`config.mk`:
```
export PLATFORM = sky130hd
export DESIGN_NAME = pc_sequencer
export DESIGN_NICKNAME = d
export VERILOG_FILES = /design/src/rtl/pc_sequencer.sv
export SDC_FILE = /design/constraint.sdc
export NUM_CORES = 1
export LEC_CHECK = 0
export CORE_UTILIZATION = 45
export CTS_BUF_LIST = sky130_fd_sc_hd__clkbuf_2 sky130_fd_sc_hd__clkbuf_4 sky130_fd_sc_hd__clkbuf_8
export DETAILED_ROUTE_END_ITERATION = 8
export GPL_TIMING_DRIVEN = 0
export PLACE_DENSITY = 0.76
export SETUP_SLACK_MARGIN = 0.15
export SLEW_MARGIN = 0
export SYNTH_ARGS = -nofsm -noshare
export SYNTH_HDL_FRONTEND = slang
export SYNTH_SLANG_ARGS = --single-unit
```
`constraint.sdc`:
```
create_clock -name clk -period 2.06 [get_ports clk]
set_clock_uncertainty 0.1 [all_clocks]
set_input_delay 0.309 -clock clk [delete_from_list [all_inputs] [get_ports clk]]
set_output_delay 0.309 -clock clk [all_outputs]
set_load 0.1 [all_outputs]
```
`src/rtl/pc_sequencer.sv`:
```
// Fetch-stage program-counter sequencer: trap / branch / deferred-branch / return-stack / sequential.
// Optional return-address stack is enabled with the PC_SEQUENCER_RAS_EN macro.
module pc_sequencer #(
    parameter int unsigned      PCLEN        = 32,
    parameter int unsigned      STEP         = 4,
    parameter logic [PCLEN-1:0] RESET_VECTOR = '0,
    parameter logic [PCLEN-1:0] TRAP_VECTOR  = PCLEN'(32'h80),
    parameter int unsigned      RAS_DEPTH    = 4
) (
    input  logic             clk,
    input  logic             rst,
    input  logic             stall,
    input  logic             trap,
    input  logic             branch_taken,
    input  logic [PCLEN-1:0] branch_target,
    input  logic             call,
    input  logic             ret,
    output logic [PCLEN-1:0] pc,
    output logic [PCLEN-1:0] pc_last,
    output logic [PCLEN-1:0] pc_plus,
    output logic             fetch_valid,
    output logic             misalign,
    output logic             pend_valid,
    output logic             ras_empty
);

    localparam logic [PCLEN-1:0] ALIGN_MASK = ~PCLEN'(STEP - 1);

    logic [PCLEN-1:0] tgt_aligned;
    logic             tgt_mis;
    logic [PCLEN-1:0] pend_tgt;
    logic             pend_call;
    logic             ras_pop;
    logic [PCLEN-1:0] ras_top;

    assign tgt_aligned = branch_target & ALIGN_MASK;
    assign tgt_mis     = |(branch_target & ~ALIGN_MASK);
    assign pc_plus     = pc + PCLEN'(STEP);

`ifdef PC_SEQUENCER_RAS_EN
    localparam int PW = (RAS_DEPTH > 1) ? $clog2(RAS_DEPTH) : 1;

    logic [PCLEN-1:0] ras_mem [RAS_DEPTH];
    logic [PW-1:0]    ras_wp;
    logic [PW:0]      ras_cnt;
    logic [PW-1:0]    ras_top_idx;
    logic             ras_push;

    assign ras_top_idx = ras_wp - PW'(1);
    assign ras_top     = ras_mem[ras_top_idx];
    assign ras_empty   = (ras_cnt == '0);

    // Stack activity mirrors the next-PC priority: only unstalled, non-trap cycles touch it.
    always_comb begin
        ras_push = 1'b0;
        ras_pop  = 1'b0;
        if (!rst && !trap && !stall) begin
            if (branch_taken)
                ras_push = call;
            else if (pend_valid)
                ras_push = pend_call;
            else
                ras_pop = ret && !ras_empty;
        end
    end

    // Circular buffer: pushing when full simply overwrites the oldest slot.
    always_ff @(posedge clk) begin
        if (rst) begin
            ras_wp  <= '0;
            ras_cnt <= '0;
        end else if (ras_push) begin
            ras_mem[ras_wp] <= pc_plus;
            ras_wp          <= ras_wp + PW'(1);
            if (ras_cnt != (PW+1)'(RAS_DEPTH))
                ras_cnt <= ras_cnt + (PW+1)'(1);
        end else if (ras_pop) begin
            ras_wp  <= ras_wp - PW'(1);
            ras_cnt <= ras_cnt - (PW+1)'(1);
        end
    end
`else
    logic unused_ras;

    assign ras_pop    = 1'b0;
    assign ras_top    = '0;
    assign ras_empty  = 1'b1;
    assign unused_ras = ^{ret, pend_call};
`endif

    always_ff @(posedge clk) begin
        if (rst) begin
            pc          <= RESET_VECTOR;
            pc_last     <= RESET_VECTOR;
            fetch_valid <= 1'b0;
            misalign    <= 1'b0;
            pend_valid  <= 1'b0;
            pend_tgt    <= '0;
            pend_call   <= 1'b0;
        end else begin
            fetch_valid <= 1'b1;
            misalign    <= 1'b0;
            if (trap) begin
                pc_last    <= pc;
                pc         <= TRAP_VECTOR;
                pend_valid <= 1'b0;
                pend_call  <= 1'b0;
            end else if (stall) begin
                // Deferred redirect: the newest branch seen during the stall wins.
                if (branch_taken) begin
                    pend_valid <= 1'b1;
                    pend_tgt   <= tgt_aligned;
                    pend_call  <= call;
                    misalign   <= tgt_mis;
                end
            end else if (branch_taken) begin
                pc_last    <= pc;
                pc         <= tgt_aligned;
                pend_valid <= 1'b0;
                pend_call  <= 1'b0;
                misalign   <= tgt_mis;
            end else if (pend_valid) begin
                pc_last    <= pc;
                pc         <= pend_tgt;
                pend_valid <= 1'b0;
                pend_call  <= 1'b0;
            end else if (ras_pop) begin
                pc_last <= pc;
                pc      <= ras_top;
            end else begin
                pc_last <= pc;
                pc      <= pc_plus;
            end
        end
    end

endmodule

```
# Word-level counts from Yosys, hierarchy flattened
# Cells that the tools add are included.
# totals
out_inout_bits	100
in_bits	39
register_bits	97
# op_classes
eq_ne	1
n_reduce_logical	5
add_sub_neg	1
bitwise_logic	3
n_mux	7
# op_table
cell	n
32-bit two-way mux	4
32-bit by 3-bit adder with 32-bit output (second input constant)	1
8-bit two-way mux	2
3-bit OR reduction	2
2-bit OR reduction	2
1-bit NOT	3
3-bit AND reduction	1
2-bit by 1-bit inequality test with 1-bit output (second input constant)	1
1-bit two-way mux	1

# Depth between registers and ports, before layout
# Gate-level depths: netlist (run 1).
# depth
word_depth	5
depth_mapped	8
ltp_nobuf	6

# Worst setup path after synthesis (run 1)
# No wires, ideal clock.
# synth_timing
path_type	flip-flop to output port
from	reg pc[23]
to	out pc_plus[30]
n_path_buf	1
path_slack_ns	-2.053
stages_incl_launch_ff	6
arrival_ns	3.704
cell_sequence	dfxtp_1 -> buf_2 -> nand4_1 -> nor4_4 -> nand3_1 -> xnor2_1
# synth_via
elab_chain_len	1
# synth_rtl
element	line_no	rtl
start: declaration	18	output logic [PCLEN-1:0] pc,
start signal: assignment	118	pc <= tgt_aligned;
start signal: assignment	124	pc <= pend_tgt;
start signal: assignment	129	pc <= ras_top;
32-bit by 3-bit adder with 32-bit output	38	assign pc_plus = pc + PCLEN'(STEP);
end: declaration	20	output logic [PCLEN-1:0] pc_plus,
# Every way passes these cells.

# Worst setup path after layout (run 1)
# layout_timing
from	reg pc[3]
to	out pc_plus[24]
# Same word-level chain as after synthesis.

==> run_results.csv, run 1 <==
group,metric,value,unit
routing,avgViaCountPerCell,6.29,
clock_tree,root_buffer,"clkbuf_8",
floorplan,num_rows,37,
synth,ys_top_cells_by_count,"144 x nand2_1, 97 x dfxtp_1, 91 x a21oi_1",
setup_path,critPathMaxFanout,5,
synth,yosys_register_bits,97,
setup_path,endpoint_kind,"output port",
setup_path,r2r-start,"pc[11]$_SDFFE_PP0N_",
routing,drc,0,
pwr,power.leakage,3.53,nW
timing,max_slew_margin,45.9,%
clock_tree,clk_path_buf_depth,2,
layout,area_growth,86.3,%
setup_path,cp-startpoint,"pc[3]$_SDFFE_PP0N_",
synth,synth_area_leaders,"dfxtp_1 40%, nand2_1 11%, a21oi_1 9.4%",
floorplan,pin_count,139,
timing,rsz0062_at_grt,"yes",
timing,period_share,126,%
routing,firstDrtPassIters,7,
layout,fin_nets,923,
synth,synth_xor_area_share,5.03,%
worst_hold_path,hold_path_startpoint,"pc_last[20]$_SDFFE_PP0P_",
clock_tree,ctsHoldBuffers,0,
global_route,grt_use_total,35.7,%
layout,antenna_cells,0,
pwr,p_per_area,485,nW/um^2
placement,finalWeightedCongestion,0.904,
clock_tree,clkSlewWorstSetupHoldPaths,0.09,ns
global_route,grt_pass1_wl,30.8,mm
synth,ys_warn_count,0,
floorplan,initial_utilization,46.8,%
setup_path,crit_type,"register to output port",
layout,fillers,484,
synth,synth_top_cell_by_area,"dfxtp_1",
outcome,violations,"negative setup slack",
global_route,grt-ovfl-total,0,
clock_tree,clock_latency,0.38,ns
setup_path,cpPeakStageDelay,0.42,ns
synth,synth_cells,643,
routing,wl,23.4,mm
clock_tree,cts_sinks,97,
clock_tree,numCtsBuffers,9,
clock_tree,htreeDepth,3,
synth,synth-seq-area-share,39.9,%
timing,fmax,386,MHz
setup_path,worstPathArrival,2.18,ns
pwr,max-vdd-ir-drop,0.582,mV
placement,port_buffers,134,
synth,synth_nets,683,
synth,yosysUniqueCellTypes,57,
routing,antenna_left,0,
timing,period_needed,2.59,ns
synth,syn_avg_cell_area,7.58,sq um
routing,drt_iter0_markers,724,
synth,synthSimpleGateAreaFrac,24.7,%
synth,async_reset_ff_share,0,%
setup_path,crit_required,1.65,ns
setup_path,cp_common_cell,"nand4_1",
outcome,outcome,"complete, but fails checks",
setup_path,setup.worst_path.start_class,"register",
synth,synth_area,4870,sq um
timing,worstMarginPinSlew,0.809,ns
global_route,grt_max_degree,16,
synth,synth-main-ff-cell,"dfxtp_1",
floorplan,die_area,11200,sq um
synth,synth-adder-area-share,0.257,%
timing,setup_viol,33,
synth,synth_compound_area_share,22.6,%
flow_run,drv_cap,0,
pwr,finalPower,4.40,mW
floorplan,die_x,106,um
placement,dp_hpwl,12.8,mm
clock_tree,cts_tree,"yes",
synth,yosysMostFrequentCell,"nand2_1",
setup_path,slowest_stage,"dfxtp_4",
timing,worst_slack,-0.532,ns
setup_path,path_cells,"ha_4 -> nand4_1 -> nor2_4 -> buf_6 -> nand4_1 -> xnor2_4 -> buf_12",
synth,synth_top_cell_area_share,39.9,%
timing,final-hold-violation-count,0,
routing,vias,6445,
global_route,antenna_found_initial,0,
global_route,grt_pass1_vias,5728,
floorplan,design.core.area,10400,sq um
routing,wl_per_cell,22.8,um
synth,synth_mux_area_share,1.03,%
floorplan,fp.dieH,106,um
layout,drive_gt1_share,42.8,%
synth,synth_top_family_by_area,"simple AND/OR/NAND/NOR gates",
timing,hold_slack,0.354,ns
worst_hold_path,hp-class,"register to register",
synth,synth_edf_count,0,
layout,fin_area,9070,sq um
placement,placed_area,7200,sq um
timing,final_max_slew_viol_count,0,
==> cells in the final DEF (no fill, tap or decap), drive strengths merged, types with 2 or more instances in the layout <==
cell           synthesis  final
buf                   22    148
nand2                144    144
dfxtp                 97     97
a21oi                 91     91
clkdlybuf4s15          0     67
clkbuf                44     58
clkdlybuf4s50          0     35
nor2                  34     34
o21ai                 30     30
xnor2                 21     21
nand3                 19     19
nand4                 18     18
nor3                  10     10
a22oi                  9      9
inv                    9      9
nor4                   8      8
and3                   8      8
a22o                   7      7
a21o                   7      7
a31oi                  7      7
xor2                   7      7
a211oi                 6      6
mux2i                  5      5
o211ai                 5      5
and2                   3      3
a221o                  3      3
a222oi                 3      3
a221oi                 3      3
or2                    2      2
nor2b                  2      2
clkinv                 0      2
and4b                  2      2
==> cell families after synthesis <==
logic type	after synthesis
flops	97
xor+xnor	28
other cells	1
compound gates	182
buf+inv	75
fa+ha+maj	1
mux	5
simple gates	254
==> path summary, 6_finish.rpt <==
kind | end | slack [ns] | cells past startpoint
min | pc_last[20]$_SDFFE_PP0P_ | 0.35 | 2
max | pc_plus[24] | -0.53 | 7
min reg2reg | pc_last[20]$_SDFFE_PP0P_ | 0.35 | 2
max reg2reg | pc[21]$_SDFFE_PP0N_ | -0.14 | 12
==> where the power goes <==
group | switching [mW] | total [mW] | internal [mW]
logic | 0.759 | 1.12 | 0.358
registers | 0.0517 | 1.95 | 1.90
clock network | 0.680 | 1.33 | 0.653
total | 1.49 | 4.40 | 2.91
==> registers in the layout (all words and copies together), names as in the netlist <==
| signal | count |
|---|---|
| fetch_valid | 1 |
| pend_valid | 1 |
| pc | 32 |
| pend_tgt | 30 |
| pc_last | 32 |
| misalign | 1 |
==> final cells by class <==
type                       count  area [sq um]  area share (%)
clock buffer                  13           166            1.83
sequential                    97          2050            22.6
timing repair buffer         229          2560            28.2
multi-input combinational    471          3530            38.9
buffer                        66           522            5.75
inverter                       9          36.3           0.400
tap                          136           170            1.88
clock inverter                 3          40.0           0.441
==> critical path, delay by kind of cell (launching register included) <==
family / cells / cell delay (ns)
xor+xnor: 1 / 0.26
fa+ha+maj: 1 / 0.18
buf+inv: 2 / 0.33
flops: 1 / 0.42
simple gates: 3 / 0.61
==> per-stage QoR <==
step,std cells,util [%],setup TNS [ns],worst slack (ns)
after detailed placement,913,69.1,-60.88,-1.32
after global routing,1024,87.1,-11.93,-0.574
final,1024,87.1,-10.51,-0.532
after global placement,913,69.1,-59.11,-1.31
after floorplan,643,-,-10.85,-0.655
after CTS,993,82.5,-8.00,-0.443
==> per-layer routing <==
layer	global-route usage [%]	part of all wire [%]
met5	0	0
met3	7.23	11
met4	16.7	5.6
met1	45.7	38
met2	57.6	45
==> what timing repair did <==
action / in CTS / in global routing
buffers inserted: 64 / 32
endpoints found under the hold margin: 0 / 0
endpoints found under the setup margin: 184 / 78
cloned: 0 / 0
pin swaps: 38 / 42
gates resized for setup: 540 / 79
No activity file was read; power rests on OpenSTA's default activity.
==> run 2: changes to the inputs <==
--- a/config.mk
+++ b/config.mk
@@ -11,6 +11,7 @@
 export GPL_TIMING_DRIVEN = 0
 export PLACE_DENSITY = 0.76
 export SETUP_SLACK_MARGIN = 0.15
+export SKIP_CTS_REPAIR_TIMING = 1
 export SLEW_MARGIN = 0
 export SYNTH_ARGS = -nofsm -noshare
 export SYNTH_HDL_FRONTEND = slang
==> run 2 against run 1 <==
Effect of this change:
- the flow still finishes with violations (negative setup slack)
- die area is the same
- setup slack lost 0.015 ns
- hold slack lost 0.00090 ns
- clock-buffer cell count is the same
- non-clock buffer count shrank 28
- final area shrank 8.3%
- via count shrank 9.3%
- critical path type unchanged
==> run_results.csv, run 2 (synthesis results as in run 1) <==
group,metric,value,unit
timing,period_share,127,%
setup_path,crit_required,1.65,ns
floorplan,fp.dieH,106,um
timing,final_max_slew_viol_count,0,
clock_tree,clock_latency,0.38,ns
timing,final-hold-violation-count,0,
floorplan,num_rows,37,
global_route,grt_pass1_wl,26.8,mm
global_route,antenna_found_initial,0,
timing,setup_viol,27,
clock_tree,numCtsBuffers,9,
pwr,max-vdd-ir-drop,0.578,mV
layout,area_growth,70.9,%
setup_path,worstPathArrival,2.20,ns
setup_path,setup.worst_path.start_class,"register",
clock_tree,cts_sinks,97,
floorplan,design.core.area,10400,sq um
layout,utilization,79.9,%
setup_path,crit_type,"register to output port",
placement,dp_slack,-1.32,ns
routing,drt_iter0_markers,627,
routing,vias,5848,
routing,wl,19.5,mm
clock_tree,clkSlewWorstSetupHoldPaths,0.09,ns
clock_tree,cts_tree,"yes",
global_route,grt_use_total,31.2,%
setup_path,critPathMaxFanout,7,
floorplan,initial_utilization,46.8,%
outcome,violations,"negative setup slack",
clock_tree,clk_path_buf_depth,2,
placement,placed_area,7200,sq um
timing,fmax,384,MHz
floorplan,die_x,106,um
pwr,finalPower,4.30,mW
placement,placedCellCount,913,
routing,wl_per_cell,19.6,um
routing,firstDrtPassIters,7,
timing,worst_slack,-0.547,ns
timing,rsz0062_at_grt,"yes",
layout,final_cell_mix,"138 x nand2_1, 88 x a21oi_1, 68 x clkbuf_2, 67 x dfxtp_1, 57 x buf_4",
timing,period_needed,2.61,ns
outcome,outcome,"complete, but fails checks",
clock_tree,htreeDepth,3,
global_route,grt_pass1_vias,5006,
layout,reg_top3,"pc: 32 flops, pc_last: 32 flops, pend_tgt: 30 flops",
placement,dp_hpwl,12.8,mm
pwr,power.leakage,3.65,nW
layout,fin_area,8320,sq um
global_route,grt-ovfl-total,0,
layout,drive_gt1_share,37.0,%
routing,avgViaCountPerCell,5.87,
layout,fin_nets,895,
setup_path,endpoint_kind,"output port",
timing,worstMarginPinSlew,0.986,ns
layout,antenna_cells,0,
worst_hold_path,hp-class,"register to register",
layout,final_common_cell,"nand2_1",
routing,antenna_left,0,
global_route,grt_max_degree,16,
pwr,p_per_area,517,nW/um^2
flow_run,drv_cap,0,
floorplan,die_area,11200,sq um
timing,max_slew_margin,34.1,%
placement,finalWeightedCongestion,0.904,
floorplan,pin_count,139,
layout,layout.cells.non_filler,996,
timing,setup_tns,-10.06,ns
routing,drc,0,
placement,port_buffers,134,
timing,hold_slack,0.353,ns
clock_tree,root_buffer,"clkbuf_8",
==> run 2: power breakdown <==
group	leakage [nW]	internal [mW]	switching, mW	total (mW)
registers	0.809	1.90	0.0495	1.95
logic	2.73	0.326	0.714	1.04
clock network	0.110	0.652	0.659	1.31
==> run 2: final timing paths <==
kind / from / cells past startpoint / slack, ns / to
worst max-delay path: pc[3]$_SDFFE_PP0N_ / 7 / -0.55 / pc_plus[26]
worst min-delay path: pc_last[14]$_SDFFE_PP0P_ / 2 / 0.35 / pc_last[14]$_SDFFE_PP0P_
worst max register to register: pc[23]$_SDFFE_PP0N_ / 7 / 0.06 / pc[28]$_SDFFE_PP0N_
worst min register to register: pc_last[14]$_SDFFE_PP0P_ / 2 / 0.35 / pc_last[14]$_SDFFE_PP0P_
==> run 2: cell type report <==
cell class	instances	area [sq um]
clock inverters	3	40.0
well taps	136	170
repair buffers	202	1980
plain buffers	65	490
inverters	9	33.8
fillers	684	2090
flip-flops and latches	97	2050
multi-input cells	471	3400
clock buffers	13	166
==> run 2: per-layer routing <==
metal / vias up / global-route usage, % / wire [um]
li1: 2673 / - / -
met1: 2772 / 43.4 / 8040
met2: 341 / 47.4 / 9180
met3: 62 / 5.58 / 1660
met4: 0 / 13.0 / 636
met5: - / 0 / 0
==> run 2: critical path, stage by stage (launching register included) <==
cell,delay [ns]
dfxtp_4,0.42
ha_4,0.20
nand4_1,0.18
nor2_4,0.21
buf_8,0.14
nand4_1,0.24
xnor2_4,0.25
buf_12,0.20
==> run 3: changes to the inputs <==
--- a/config.mk
+++ b/config.mk
@@ -8,8 +8,9 @@
 export CORE_UTILIZATION = 45
 export CTS_BUF_LIST = sky130_fd_sc_hd__clkbuf_2 sky130_fd_sc_hd__clkbuf_4 sky130_fd_sc_hd__clkbuf_8
 export DETAILED_ROUTE_END_ITERATION = 8
+export DONT_BUFFER_PORTS = 1
 export GPL_TIMING_DRIVEN = 0
-export PLACE_DENSITY = 0.76
+export PLACE_DENSITY = 0.6
 export SETUP_SLACK_MARGIN = 0.15
 export SKIP_CTS_REPAIR_TIMING = 1
 export SLEW_MARGIN = 0
==> constraint.sdc (replaced) <==
create_clock -name clk -period 3.35 [get_ports clk]
set_clock_uncertainty 0.1 [all_clocks]
set_input_delay 0.5025 -clock clk [delete_from_list [all_inputs] [get_ports clk]]
set_output_delay 0.5025 -clock clk [all_outputs]
set_load 0.1 [all_outputs]
==> run 3 against run 2 <==
Effect of this change:
- wire length fell by 13%
- the run now ends clean
- final cell count decreased by 15%
- flip-flop and latch count did not move
- sequential power fell by 31%
- non-clock buffer count down 152
- global-route usage decreased by 1.3 points
- largest power group unchanged
- utilization shrank 17 points
- largest cell class unchanged
- clock-buffer cell count did not move
- via count shrank 14%
- critical path depth is the same
==> run_results.csv, run 3 (synthesis results as in run 1) <==
group,metric,value,unit
outcome,outcome,"completed",
layout,area_growth,35.0,%
clock_tree,clock_latency,0.39,ns
routing,wl,17.0,mm
clock_tree,root_buffer,"clkbuf_8",
worst_hold_path,hp-class,"input pin to register",
routing,drc,0,
timing,max_slew_margin,13.5,%
setup_path,crit_required,2.75,ns
timing,setup_viol,0,
global_route,grt_max_degree,15,
setup_path,endpoint_kind,"output port",
setup_path,reg2reg_depth,6,
clock_tree,clk_path_buf_depth,2,
pwr,max-vdd-ir-drop,0.226,mV
floorplan,num_rows,37,
routing,avgViaCountPerCell,5.93,
routing,antenna_left,0,
layout,final_cell_mix,"140 x nand2_1, 91 x a21oi_1, 68 x dfxtp_1, 47 x buf_4, 37 x clkbuf_1",
routing,vias,5003,
timing,final-hold-violation-count,0,
floorplan,die_area,11200,sq um
layout,reg_top3,"pc: 32 flops, pc_last: 32 flops, pend_tgt: 30 flops",
floorplan,pin_count,139,
setup_path,setup.worst_path.start_class,"register",
timing,hold_slack,0.141,ns
clock_tree,cts_tree,"yes",
timing,worstMarginPinSlew,1.29,ns
placement,dp_hpwl,11.9,mm
pwr,finalPower,2.54,mW
placement,placed_area,5480,sq um
timing,final_max_slew_viol_count,0,
timing,worst_slack,0.0175,ns
layout,fin_nets,743,
clock_tree,clkSlewWorstSetupHoldPaths,0.09,ns
timing,fmax,300,MHz
setup_path,slowest_stage,"xnor2_4",
floorplan,initial_utilization,46.8,%
worst_hold_path,hold_depth,2,
timing,rsz0062_at_grt,"yes",
placement,finalWeightedCongestion,0.846,
global_route,antenna_found_initial,0,
layout,fin_area,6580,sq um
clock_tree,cts_sinks,97,
global_route,grt-ovfl-total,0,
layout,antenna_cells,0,
layout,drive_gt1_share,25.7,%
setup_path,worstPathArrival,2.73,ns
flow_run,drv_cap,0,
global_route,grt_pass1_vias,4381,
placement,dp_slack,-0.340,ns
clock_tree,htreeDepth,3,
routing,wl_per_cell,20.2,um
global_route,grt_pass1_wl,25.2,mm
floorplan,design.core.area,10400,sq um
setup_path,crit_type,"register to output port",
routing,firstDrtPassIters,6,
setup_path,cpPeakStageDelay,0.61,ns
pwr,p_per_area,386,nW/um^2
timing,period_needed,3.33,ns
placement,port_buffers,0,
setup_path,critPathMaxFanout,7,
pwr,power.leakage,2.44,nW
routing,drt_iter0_markers,444,
setup_path,path_cells,"ha_4 -> nand4_1 -> nor2_4 -> buf_6 -> nand4_1 -> buf_6 -> xnor2_4",
layout,final_common_cell,"nand2_1",
floorplan,fp.dieH,106,um
layout,layout.cells.non_filler,843,
clock_tree,numCtsBuffers,9,
floorplan,die_x,106,um
global_route,grt_use_total,29.9,%
placement,placedCellCount,783,
timing,period_share,99.5,%
-- run 3: cell types whose count changed in the layout (fill, tap and decap cells not counted), sizes merged --
cell	previous run	this run
clkdlybuf4s50	35	0
clkinv	2	1
dlymetal6s2s	19	0
buf	116	77
clkbuf	110	51
-- run 3: power breakdown --
group | switching, mW | leakage [nW] | internal, mW
clock | 0.412 | 0.112 | 0.422
combinational | 0.260 | 1.52 | 0.107
sequential | 0.169 | 0.809 | 1.17
total | 0.841 | 2.44 | 1.70
-- run 3: final timing paths --
check | end | slack [ns] | startpoint
min | pend_tgt[29]$_SDFFE_PP0P_ | 0.14 | branch_target[29]
max | pc_plus[26] | 0.02 | pc[3]$_SDFFE_PP0N_
max reg2reg | pc[8]$_SDFFE_PP0N_ | 0.50 | pend_valid$_SDFFE_PP0P_
min reg2reg | pend_tgt[22]$_SDFFE_PP0P_ | 0.36 | pend_tgt[22]$_SDFFE_PP0P_
-- run 3: worst max-delay path, delay by kind of cell, from the launching register on --
| family | cells | cell delay (ns) |
|---|---|---|
| XOR/XNOR | 1 | 0.61 |
| flip-flops | 1 | 0.60 |
| AND/OR/NAND/NOR | 3 | 0.59 |
| buffers and inverters | 2 | 0.32 |
| adder cells (fa/ha/maj) | 1 | 0.21 |
-- run 3: cell type report --
type                            count  area (sq um)
Clock buffer                       13           179
Sequential cell                    97          2050
Clock inverter                      2          35.0
Buffer                             66           438
Fill cell                         925          3840
Tap cell                          136           170
Multi-Input combinational cell    471          3250
Timing Repair Buffer               49           417
Inverter                            9          33.8
-- run 3: per-stage QoR --
step	setup TNS, ns	utilization (%)
5_1_grt	-0.0209	63.1
6_report	0	63.1
4_1_cts	-11.64	54.7
3_5_place_dp	-2.71	52.6
2_1_floorplan	0	-
3_3_place_gp	-2.35	51.9
-- run 3: routing by layer --
metal	track usage, %	up-vias	routed length [um]
met1	42.0	2359	7370
met2	43.5	246	7610
met3	7.60	29	1630
li1	-	2369	-
met5	0	-	0
met4	12.1	0	375
